--- src/rtl/rf_writeback_arbiter.sv ---
// rf_writeback_arbiter: owns the register file's single write port.
// It merges in-order MEM_WB writebacks with out-of-order long-unit (mul/div)
// results. Long results wait in a small FIFO. A pending-write scoreboard
// lets ID stall on RAW/WAW hazards against results that are still outstanding.
//
// Ports:
//   clk, rst                      clock (rising edge); synchronous active-high reset
//   wb_RegWrite/wb_rd/wb_Rd       MEM_WB write request, index, value
//   wb_hold                       MEM_WB must keep its contents this cycle
//   lu_valid/lu_rd/lu_Rd          long-unit result, index, value
//   lu_ready                      FIFO can accept a long-unit result
//   id_long/id_RegWrite/id_rd     ID issue info for scoreboard set / WAW check
//   rs1/rs2                       IF_ID source indices for RAW check
//   hazard_stall                  ID must stall
//   RegWrite/rd/Rd                register file write port (combinational)
//
// Optional: defining WB_PERF_CNT_EN adds two saturating 32-bit counters,
// perf_hold_cnt and perf_hazard_cnt.
module rf_writeback_arbiter #(
  parameter int unsigned DATA_W     = 32,
  parameter int unsigned FIFO_DEPTH = 4,
  parameter int unsigned N_REGS     = 32
) (
  input  logic              clk,
  input  logic              rst,
  input  logic              wb_RegWrite,
  input  logic [4:0]        wb_rd,
  input  logic [DATA_W-1:0] wb_Rd,
  output logic              wb_hold,
  input  logic              lu_valid,
  input  logic [4:0]        lu_rd,
  input  logic [DATA_W-1:0] lu_Rd,
  output logic              lu_ready,
  input  logic              id_long,
  input  logic              id_RegWrite,
  input  logic [4:0]        id_rd,
  input  logic [4:0]        rs1,
  input  logic [4:0]        rs2,
  output logic              hazard_stall,
  output logic              RegWrite,
  output logic [4:0]        rd,
  output logic [DATA_W-1:0] Rd
`ifdef WB_PERF_CNT_EN
  ,
  output logic [31:0]       perf_hold_cnt,
  output logic [31:0]       perf_hazard_cnt
`endif
);

  localparam int unsigned IDX_W = 5;
  localparam int unsigned PTR_W = $clog2(FIFO_DEPTH);
  localparam int unsigned CNT_W = PTR_W + 1;

  typedef struct packed {
    logic [IDX_W-1:0]  rd;
    logic [DATA_W-1:0] val;
  } lu_entry_t;

  lu_entry_t         fifo_mem [FIFO_DEPTH];
  logic [PTR_W-1:0]  wr_ptr;
  logic [PTR_W-1:0]  rd_ptr;
  logic [CNT_W-1:0]  count;
  logic [N_REGS-1:0] sb;
  logic [N_REGS-1:0] sb_next;

  lu_entry_t head;
  logic      full;
  logic      not_empty;
  logic      wb_req;
  logic      push;
  logic      pop;
  logic      hazard_raw;
  logic      sb_set;

  assign head      = fifo_mem[rd_ptr];
  assign full      = (count == CNT_W'(FIFO_DEPTH));
  assign not_empty = (count != '0);
  assign wb_req    = wb_RegWrite && (wb_rd != '0);

  // lu_ready depends only on the registered count, so it has no path from the pop decision.
  assign lu_ready = rst | ~full;
  assign push     = ~rst & lu_valid & ~full & (lu_rd != '0);

  // Write-port select: a full FIFO beats MEM_WB; otherwise MEM_WB beats draining.
  always_comb begin
    RegWrite = 1'b0;
    rd       = '0;
    Rd       = '0;
    wb_hold  = 1'b0;
    pop      = 1'b0;
    if (!rst) begin
      if (full) begin
        pop      = 1'b1;
        RegWrite = 1'b1;
        rd       = head.rd;
        Rd       = head.val;
        wb_hold  = wb_req;
      end else if (wb_req) begin
        RegWrite = 1'b1;
        rd       = wb_rd;
        Rd       = wb_Rd;
      end else if (not_empty) begin
        pop      = 1'b1;
        RegWrite = 1'b1;
        rd       = head.rd;
        Rd       = head.val;
      end
    end
  end

  // Hazard check covers RAW (rs1/rs2) and WAW (id_rd) against pending long results.
  assign hazard_raw   = sb[rs1] | sb[rs2] | (id_RegWrite & sb[id_rd]);
  assign hazard_stall = ~rst & hazard_raw;
  assign sb_set       = id_long & ~hazard_raw & (id_rd != '0);

  // The clear is applied first so that a set of the same index wins.
  always_comb begin
    sb_next = sb;
    if (pop) sb_next[head.rd] = 1'b0;
    if (sb_set) sb_next[id_rd] = 1'b1;
    sb_next[0] = 1'b0;
  end

  // FIFO storage is not reset; the reset count and pointers make stale data unreachable.
  always_ff @(posedge clk) begin
    if (push) fifo_mem[wr_ptr] <= '{rd: lu_rd, val: lu_Rd};
  end

  always_ff @(posedge clk) begin
    if (rst) begin
      wr_ptr <= '0;
      rd_ptr <= '0;
      count  <= '0;
      sb     <= '0;
    end else begin
      if (push) wr_ptr <= wr_ptr + PTR_W'(1);
      if (pop)  rd_ptr <= rd_ptr + PTR_W'(1);
      case ({push, pop})
        2'b10:   count <= count + CNT_W'(1);
        2'b01:   count <= count - CNT_W'(1);
        default: count <= count;
      endcase
      sb <= sb_next;
    end
  end

`ifdef WB_PERF_CNT_EN
  // Saturating event counters.
  always_ff @(posedge clk) begin
    if (rst) begin
      perf_hold_cnt   <= '0;
      perf_hazard_cnt <= '0;
    end else begin
      if (wb_hold && (perf_hold_cnt != '1))
        perf_hold_cnt <= perf_hold_cnt + 32'd1;
      if (hazard_stall && (perf_hazard_cnt != '1))
        perf_hazard_cnt <= perf_hazard_cnt + 32'd1;
    end
  end
`endif

endmodule

--- config.mk ---
export PLATFORM = sky130hd
export DESIGN_NAME = rf_writeback_arbiter
export DESIGN_NICKNAME = d
export VERILOG_FILES = /design/src/rtl/rf_writeback_arbiter.sv
export SDC_FILE = /design/constraint.sdc
export NUM_CORES = 1
export LEC_CHECK = 0
export ABC_AREA = 1
export ABC_CLOCK_PERIOD_IN_PS = 4200
export CAP_MARGIN = 10
export CORE_UTILIZATION = 55
export CTS_CLUSTER_DIAMETER = 150
export DETAILED_ROUTE_END_ITERATION = 16
export MAX_ROUTING_LAYER = met4
export PLACE_DENSITY = 0.81
export SETUP_SLACK_MARGIN = 0.2
export SYNTH_ARGS = -nofsm -noshare
export SYNTH_HDL_FRONTEND = slang
export SYNTH_SLANG_ARGS = --single-unit
export TNS_END_PERCENT = 50
--- constraint.sdc ---
create_clock -name clk -period 4.2 [get_ports clk]
set_input_delay 0.42 -clock clk [delete_from_list [all_inputs] [get_ports clk]]
set_output_delay 0.42 -clock clk [all_outputs]
set_load 0.05 [all_outputs]
==> run_results.csv, run 1 <==
group,metric,value,unit
synth,syn_area,0.00906,mm^2
timing,fmax,0.263,GHz
routing,drt-total-wl,22500,um
floorplan,row_count,46,
synth,ys_ff_latch,188,
worst_setup_path,critPathSlowestCell,"dfxtp_2",
outcome,outcome,"finished, final reports clean",
routing,drc,0,
worst_setup_path,cp.required,3.78,ns
layout,nets,1215,
layout,area_growth,22.4,%
worst_setup_path,end_kind,"output pin",
timing,setup_slack,0.391,ns
synth,ys_top_cells_by_count,"nand2_1, edfxtp_1, o21ai_0, nor2_1, a21oi_1",
synth,synthFlopType,"edfxtp_1",
timing,period_needed,3.81,ns
worst_setup_path,crit_arrival,3.39,ns
timing,clock_skew,0.0116,ns
worst_setup_path,critPathLaunchType,"register",
power,power_density,459,mW/mm^2
worst_setup_path,cp_max_fo,40,
place,hpwl,15000,um
floorplan,die_h,130,um
routing,dr.pass1.iters,5,
worst_setup_path,r2r_slack,1.40,ns
synth,syn-mean-instance-area,9.09,um^2
routing,drtIter0Drc,778,
floorplan,core_area,0.0160,mm^2
global_routing,grt_overflow,0,
synth,synth_top_cell_by_area,"edfxtp_1",
worst_setup_path,slowest_delay,0.78,ns
power,combPwrFrac,27.1,%
synth,synth_top_area_share,49.1,%
power,ir_drop,0.000351,V
clocking,cts_repair_resize_count,0,
clocking,hold_buffers,0,
layout,antenna_cells,0,
routing,drt.antenna.violating_nets,0,
layout,fin_area,0.0111,mm^2
place,gp_congestion,0.966,
global_routing,grt_pass1_wl,35200,um
worst_setup_path,path_class,"register to output pin",
clocking,clock_latency,0.44,ns
power,clock_power_share,31.3,%
timing,slew_headroom,31.7,%
floorplan,die_w,130,um
clocking,numCtsBuffers,17,
layout,drive_above_1_share,9.67,%
worst_hold_path,worstHoldPathType,"register to register",
synth,synth_cell_types,31,
timing,worst_slew_pin_slew,1.02,ns
routing,routedWlPerCell,16.7,um
synth,synth.most_common_cell,"nand2_1",
timing,hold_viol,0,
clocking,htree_levels,4,
power,switching_share,34.3,%
timing,finalSetupViolations,0,
synth,synth-edff-count,148,
power,internal-power,3.35,mW
synth,ys_top_cells_by_area,"edfxtp_1, dfxtp_1, nand2_1, o21ai_0, nor2_1",
clocking,clock_sinks,188,
synth,ys_warn_count,0,
floorplan,io_pins,136,
layout,post-route-util,69.3,%
routing,via_per_inst,5.73,
clocking,cts_tree,"built",
global_routing,grt_max_degree,48,
power,p_leak,3.99,nW
timing,slew_violations,0,
timing,period_share,90.7,%
layout,final.fill_count,1297,
synth,synthesis.nets,1097,
timing,tns,0,ns
clocking,cts_setup_buffers,0,
global_routing,grt_pass1_vias,7146,
synth,synth-seq-area-share,57.9,%
global_routing,antenna_found_initial,0,
floorplan,start_util,56.6,%
power,p_switching,1.74,mW
clocking,ctsRootBufferMaster,"clkbuf_16",
clocking,clk_pin_slew,0.07,ns
timing,holdWs,0.483,ns
timing,rsz0062_at_grt,"no",
clocking,clk_path_buf_depth,2,
worst_setup_path,cp_cell_sequence,"buf_4 -> nand2_1 -> a32oi_1 -> inv_1 -> a211oi_1 -> buf_12",
power,seqPwrFrac,41.6,%
run,maxCapViolCount,0,
place,port_buffers,135,
routing,via_count,7690,
global_routing,grt_usage,28.7,%
synth,async_flop_share,0,%
synth,synthesis.instances,996,
place,place_ws,0.696,ns
place,placed_area,0.0105,mm^2
floorplan,dieArea,0.0170,mm^2
-- path summary, 6_finish.rpt --
kind	from	endpoint	cells after the start
max	register	rd[2]	6
min reg2reg	rd_ptr[1]	rd_ptr[1]	2
max reg2reg	register	sb[29]	7
min	rd_ptr[1]	rd_ptr[1]	2
-- routing by layer --
layer / vias to the layer above / wire (um) / share of wire [%] / GRT usage, %
li1: 3685 / - / - / -
met2: 360 / 10900 / 49 / 47.2
met3: 39 / 1870 / 8.3 / 5.78
met4: 0 / 417 / 1.9 / 10.1
met5: - / 0 / 0 / -
met1: 3606 / 9250 / 41 / 35.2
-- critical path, delay by kind of cell, from the launching register on --
kind	cells	cell delay, ns
AOI/OAI and AO/OA	2	1.12
DFF	1	0.78
buffers and inverters	3	0.91
and+or+nand+nor	1	0.11
-- metrics by stage --
stage	instances	power, mW
after floorplan	996	3.07
after global placement	1311	3.51
after detailed placement	1311	3.53
after CTS	1343	5.10
after global routing	1343	5.29
final	1343	5.09
-- layout by cell type, fill, tap and decap left out, drive strengths merged, types with 9 or more instances in the layout --
master         Yosys  layout
edfxtp           148     148
clkdlybuf4s50      0      97
nor3               9       9
buf               28      57
o21ai            120     120
a21oi             83      83
dfxtp             40      40
nand3             88      88
nor2             116     116
o22ai             16      16
a32o              18      18
nand2            210     210
inv               77      84
clkbuf            27      17
-- kinds of logic after synthesis --
kind of cell	count (synthesis)	share of synthesized area [%]
AO/OA/AOI/OAI	243	14.9
adder cells (fa/ha/maj)	6	0.912
buffers and inverters	133	6.52
flip-flops	188	57.9
AND/OR/NAND/NOR	426	19.8
-- cell type report --
type	count	area [um^2]	share of cell area, %
Clock inverter	15	174	1.57
Clock buffer	17	425	3.84
Sequential cell	188	5250	47.3
Inverter	78	295	2.66
Tap cell	216	270	2.44
Timing Repair Buffer	154	1420	12.8
Multi-Input combinational cell	675	3250	29.3
-- power by group through the flow --
stage / sequential (mW) / combinational, mW / clock (mW)
after floorplan: 2.13 / 0.944 / 0
after global placement: 2.16 / 1.36 / 0
after detailed placement: 2.16 / 1.37 / 0
after CTS: 2.12 / 1.38 / 1.60
after global routing: 2.13 / 1.49 / 1.67
final: 2.12 / 1.38 / 1.59
-- flip-flops by register name, indices dropped and copies added, names as in the netlist, named ones only --
signal and cells:
rd_ptr 2, fifo_mem 148, count 3, wr_ptr 2, sb 31
(Power assumes the default switching activity.)
==> run 2, diff against run 1 <==
DONT_BUFFER_PORTS = 1   (was not set)
PLACE_DENSITY = 0.7   (was 0.81)
==> run_results.csv, run 2 (synthesis gave the netlist of run 1 again) <==
group,metric,value,unit
outcome,outcome,"finished, final reports clean",
worst_setup_path,critPathMostFrequentCell,"buf_4",
power,combPwrFrac,25.7,%
clocking,cts_setup_buffers,0,
global_routing,grt_pass1_wl,33400,um
layout,largest_reg_flops,148,
routing,dr.pass1.iters,5,
clocking,ctsRootBufferMaster,"clkbuf_16",
timing,hold_viol,0,
run,maxCapViolCount,0,
worst_setup_path,r2r_end,"fifo_mem[2][35]",
worst_setup_path,endpoint,"rd[2]",
worst_setup_path,slowest_delay,0.57,ns
global_routing,antenna_found_initial,0,
floorplan,core_area,0.0160,mm^2
clocking,numCtsBuffers,17,
timing,slew_headroom,27.5,%
clocking,cts_tree,"built",
layout,post-route-util,62.6,%
clocking,clk_path_buf_depth,2,
clocking,clock_sinks,188,
routing,via_count,7082,
worst_setup_path,critPathSlowestCell,"buf_4",
layout,layoutNonFillerInstCount,1237,
worst_setup_path,cp_max_fo,74,
layout,top_register,"fifo_mem",
place,hpwl,14400,um
clocking,hold_buffers,0,
timing,tns,0,ns
layout,layout_common_cells,"nand2_1, edfxtp_1, o21ai_0, nor2_1, a21oi_1",
clocking,htree_levels,4,
layout,drive_above_1_share,9.50,%
routing,drc,0,
global_routing,grt_pass1_vias,6386,
place,dp_cells,1205,
worst_setup_path,crit_arrival,2.76,ns
worst_setup_path,r2r_start,"count[1]",
layout,mostFrequentLayoutCell,"nand2_1",
layout,reg_top3,"fifo_mem (148), sb (31), count (3)",
clocking,clock_latency,0.44,ns
routing,drt-total-wl,21800,um
power,seqPwrFrac,42.4,%
clocking,cts_repair_resize_count,0,
routing,drt.antenna.violating_nets,0,
floorplan,start_util,56.6,%
worst_hold_path,worstHoldPathType,"input pin to register",
routing,via_per_inst,5.73,
timing,clock_skew,0.00921,ns
layout,area_growth,10.6,%
power,switching_share,33.3,%
clocking,clk_pin_slew,0.07,ns
routing,routedWlPerCell,17.6,um
power,power_density,492,mW/mm^2
place,gp_congestion,0.898,
power,ir_drop,0.000347,V
floorplan,die_h,130,um
place,port_buffers,0,
timing,slew_violations,0,
global_routing,grt_max_degree,75,
global_routing,grt_usage,27.4,%
floorplan,io_pins,136,
floorplan,dieArea,0.0170,mm^2
worst_setup_path,cp_cell_sequence,"buf_4 -> nand2_1 -> a32oi_1 -> inv_1 -> a211oi_2 -> buf_4",
floorplan,row_count,46,
timing,period_share,75.7,%
worst_setup_path,critPathLaunchType,"register",
place,place_ws,1.36,ns
power,internal-power,3.28,mW
worst_setup_path,r2r_slack,1.62,ns
layout,nets,1109,
floorplan,die_w,130,um
worst_setup_path,end_kind,"output pin",
timing,finalSetupViolations,0,
layout,antenna_cells,0,
power,p_leak,3.56,nW
worst_setup_path,cp.required,3.78,ns
timing,worst_slew_pin_slew,1.09,ns
layout,final.fill_count,1375,
routing,drtIter0Drc,636,
power,clock_power_share,31.8,%
global_routing,grt_overflow,0,
timing,setup_slack,1.02,ns
worst_setup_path,worst-r2r-cell-count,7,
timing,fmax,0.314,GHz
timing,period_needed,3.18,ns
worst_setup_path,path_class,"register to output pin",
power,p_switching,1.64,mW
timing,rsz0062_at_grt,"no",
timing,holdWs,0.0487,ns
run 2: cell count changes in the layout (fill, tap and decap cells not counted), moves of 3 or more:
| cell | previous run | this run |
|---|---|---|
| inv_8 | 4 | 1 |
| buf_4 | 55 | 47 |
| clkdlybuf4s50_1 | 97 | 0 |
| clkinv_1 | 1 | 5 |
run 2: power by group through the flow:
stage | logic (mW) | registers [mW] | clock network (mW)
after floorplan | 0.944 | 2.13 | 0
after global placement | 1.25 | 2.13 | 0
after detailed placement | 1.26 | 2.13 | 0
after CTS | 1.27 | 2.09 | 1.58
after global routing | 1.37 | 2.09 | 1.65
final | 1.27 | 2.09 | 1.57
run 2: how the worst min path moves through the flow:
stage                     slack [ns]       from  depth (start not counted)   endpoint
after floorplan                 0.44  rd_ptr[1]                          2   register
after global placement          0.46  rd_ptr[0]                          1  rd_ptr[0]
after detailed placement        0.46  rd_ptr[1]                          2  rd_ptr[1]
after CTS                       0.04        rst                          1      sb[3]
after global routing            0.04        rst                          1     sb[17]
final                           0.05        rst                          1      sb[6]
run 2: routing by layer:
metal / part of all wire (%) / global-route usage (%) / vias to the layer above
met5: 0 / - / -
met4: 1.1 / 7.46 / 0
met3: 8.3 / 6.27 / 21
met2: 46 / 41.6 / 293
met1: 44 / 37.1 / 3307
li1: - / - / 3461
run 2: cell type report:
class	count	area [um^2]	area share (%)
Sequential cell	188	5250	52.4
Multi-Input combinational cell	675	3260	32.5
Clock inverter	13	141	1.41
Timing Repair Buffer	48	373	3.72
Inverter	78	295	2.95
Tap cell	216	270	2.70
Clock buffer	19	433	4.32
run 2: critical path, delay by kind of cell, from the launching register on:
family	cells	cell delay [ns]
flip-flops	1	0.33
buffers and inverters	3	1.09
AO/OA/AOI/OAI	2	0.78
AND/OR/NAND/NOR	1	0.11
run 2: per-stage QoR:
| stage | area, um^2 | power [mW] |
|---|---|---|
| after global routing | 10000 | 5.12 |
| after global placement | 9440 | 3.38 |
| after floorplan | 9060 | 3.07 |
| final | 10000 | 4.93 |
| after CTS | 10000 | 4.94 |
| after detailed placement | 9440 | 3.39 |
==> run 3, diff against run 2 <==
ABC_CLOCK_PERIOD_IN_PS = 3000   (was 4200)
clock period = 3 ns   (was 4.2 ns; I/O delays follow)
==> run_results.csv, run 3 (synthesis gave the netlist of run 1 again) <==
group,metric,value,unit
outcome,outcome,"finished, final reports clean",
timing,worst_slew_pin_slew,0.580,ns
place,placed_area,0.00956,mm^2
global_routing,grt_pass1_vias,6882,
layout,multiInputGateArea,0.00326,mm^2
global_routing,grt_overflow,0,
run,maxCapViolCount,0,
timing,slew_headroom,61.3,%
timing,slew_violations,0,
layout,nets,1163,
layout,largest_reg_flops,148,
clocking,htree_levels,4,
routing,dr.pass1.iters,5,
layout,final.fill_count,1335,
layout,top_register,"fifo_mem",
clocking,ctsRootBufferMaster,"clkbuf_16",
worst_setup_path,end_kind,"output pin",
worst_setup_path,crit_arrival,2.33,ns
place,hpwl,14600,um
routing,routedWlPerCell,17.3,um
routing,via_per_inst,5.74,
power,ir_drop,0.000489,V
global_routing,grt_max_degree,47,
routing,drt-total-wl,22200,um
clocking,numCtsBuffers,17,
layout,regArea,0.00525,mm^2
routing,drtIter0Drc,601,
power,power_density,666,mW/mm^2
floorplan,row_count,46,
worst_setup_path,cp_max_fo,11,
timing,fmax,0.380,GHz
floorplan,die_w,130,um
clocking,cts_tree,"built",
worst_setup_path,path_class,"register to output pin",
timing,hold_viol,0,
clocking,clk_path_buf_depth,2,
layout,antenna_cells,0,
worst_hold_path,hp-start,"rst",
place,gp_congestion,0.873,
global_routing,antenna_found_initial,0,
layout,reg_top3,"fifo_mem (148), sb (31), count (3)",
layout,drive_above_1_share,10.9,%
timing,rsz0062_at_grt,"no",
floorplan,dieArea,0.0170,mm^2
layout,mostFrequentLayoutCell,"nand2_1",
place,place_ws,0.704,ns
routing,via_count,7401,
clocking,clock_sinks,188,
routing,drt.antenna.violating_nets,0,
layout,area_growth,16.5,%
global_routing,grt_usage,28.2,%
timing,setup_slack,0.366,ns
routing,drc,0,
worst_setup_path,r2r_start,"count[1]",
layout,fin_area,0.0105,mm^2
clocking,clock_latency,0.43,ns
layout,layout_common_cells,"nand2_1, edfxtp_1, o21ai_0, nor2_1, a21oi_1",
power,p_leak,3.80,nW
clocking,clk_pin_slew,0.06,ns
timing,period_share,87.8,%
timing,period_needed,2.63,ns
place,port_buffers,0,
worst_setup_path,crit_path_start,"count[1]",
global_routing,grt_pass1_wl,34800,um
floorplan,start_util,56.6,%
timing,clock_skew,0.00687,ns
worst_hold_path,worstHoldPathType,"input pin to register",
floorplan,die_h,130,um
timing,finalSetupViolations,0,
worst_setup_path,cp.required,2.70,ns
worst_setup_path,critPathLaunchType,"register",
floorplan,core_area,0.0160,mm^2
floorplan,io_pins,136,
[run 3: timing repair]
item | 4_1_cts | 5_1_grt
setup endpoints to repair | 0 | 22
buffers inserted | 0 | 2
resized for setup | 0 | 3
endpoints found under the hold margin | 180 | 0
hold buffers | 38 | 0
[run 3: stage by stage]
stage	util (%)	setup TNS (ns)	instances	power [mW]	hold WS, ns
global route	65.9	0	1289	7.29	0.148
finish	65.9	0	1289	7.02	0.0891
detailed placement	59.8	0	1218	4.80	0.374
CTS	65.7	0	1286	7.00	0.0786
floorplan	-	-4.44	996	4.30	0.399
global placement	59.8	0	1218	4.77	0.374
[run 3: final timing paths]
kind	endpoint	slack, ns	cells past startpoint
worst max-delay path	Rd[5]	0.37	7
worst min-delay path	wr_ptr[0]	0.09	2
worst min register to register	register	0.47	2
worst max register to register	fifo_mem[3][28]	0.81	8
[run 3: final cells by class]
type | count | share of cell area (%)
well taps | 216 | 2.56
flip-flops and latches | 188 | 49.8
multi-input cells | 675 | 30.9
repair buffers | 101 | 8.54
clock buffers | 18 | 4.07
clock inverters | 12 | 1.29
repair inverters | 1 | 0.0474
inverters | 78 | 2.83
[run 3: routing by layer]
| metal | track usage (%) | part of all wire (%) | vias to the layer above | wire length [um] |
|---|---|---|---|---|
| li1 | - | - | 3573 | - |
| met1 | 37.7 | 44 | 3488 | 9680 |
| met2 | 44.3 | 48 | 306 | 10600 |
| met3 | 3.85 | 7.4 | 34 | 1650 |
| met4 | 9.99 | 1.5 | 0 | 341 |
| met5 | - | 0 | - | 0 |
[run 3: power breakdown]
group / total (mW) / switching (mW) / internal [mW]
registers: 2.96 / 0.0576 / 2.90
logic: 1.89 / 1.34 / 0.551
clock network: 2.18 / 0.951 / 1.23
[run 3: critical path, stage by stage, from the launching register on]
cell	delay, ns
dfxtp_1	0.32
nor2_1	0.13
a21oi_1	0.11
a21oi_2	0.33
clkinvlp_2	0.53
o21ai_0	0.24
nor2_1	0.06
buf_4	0.19
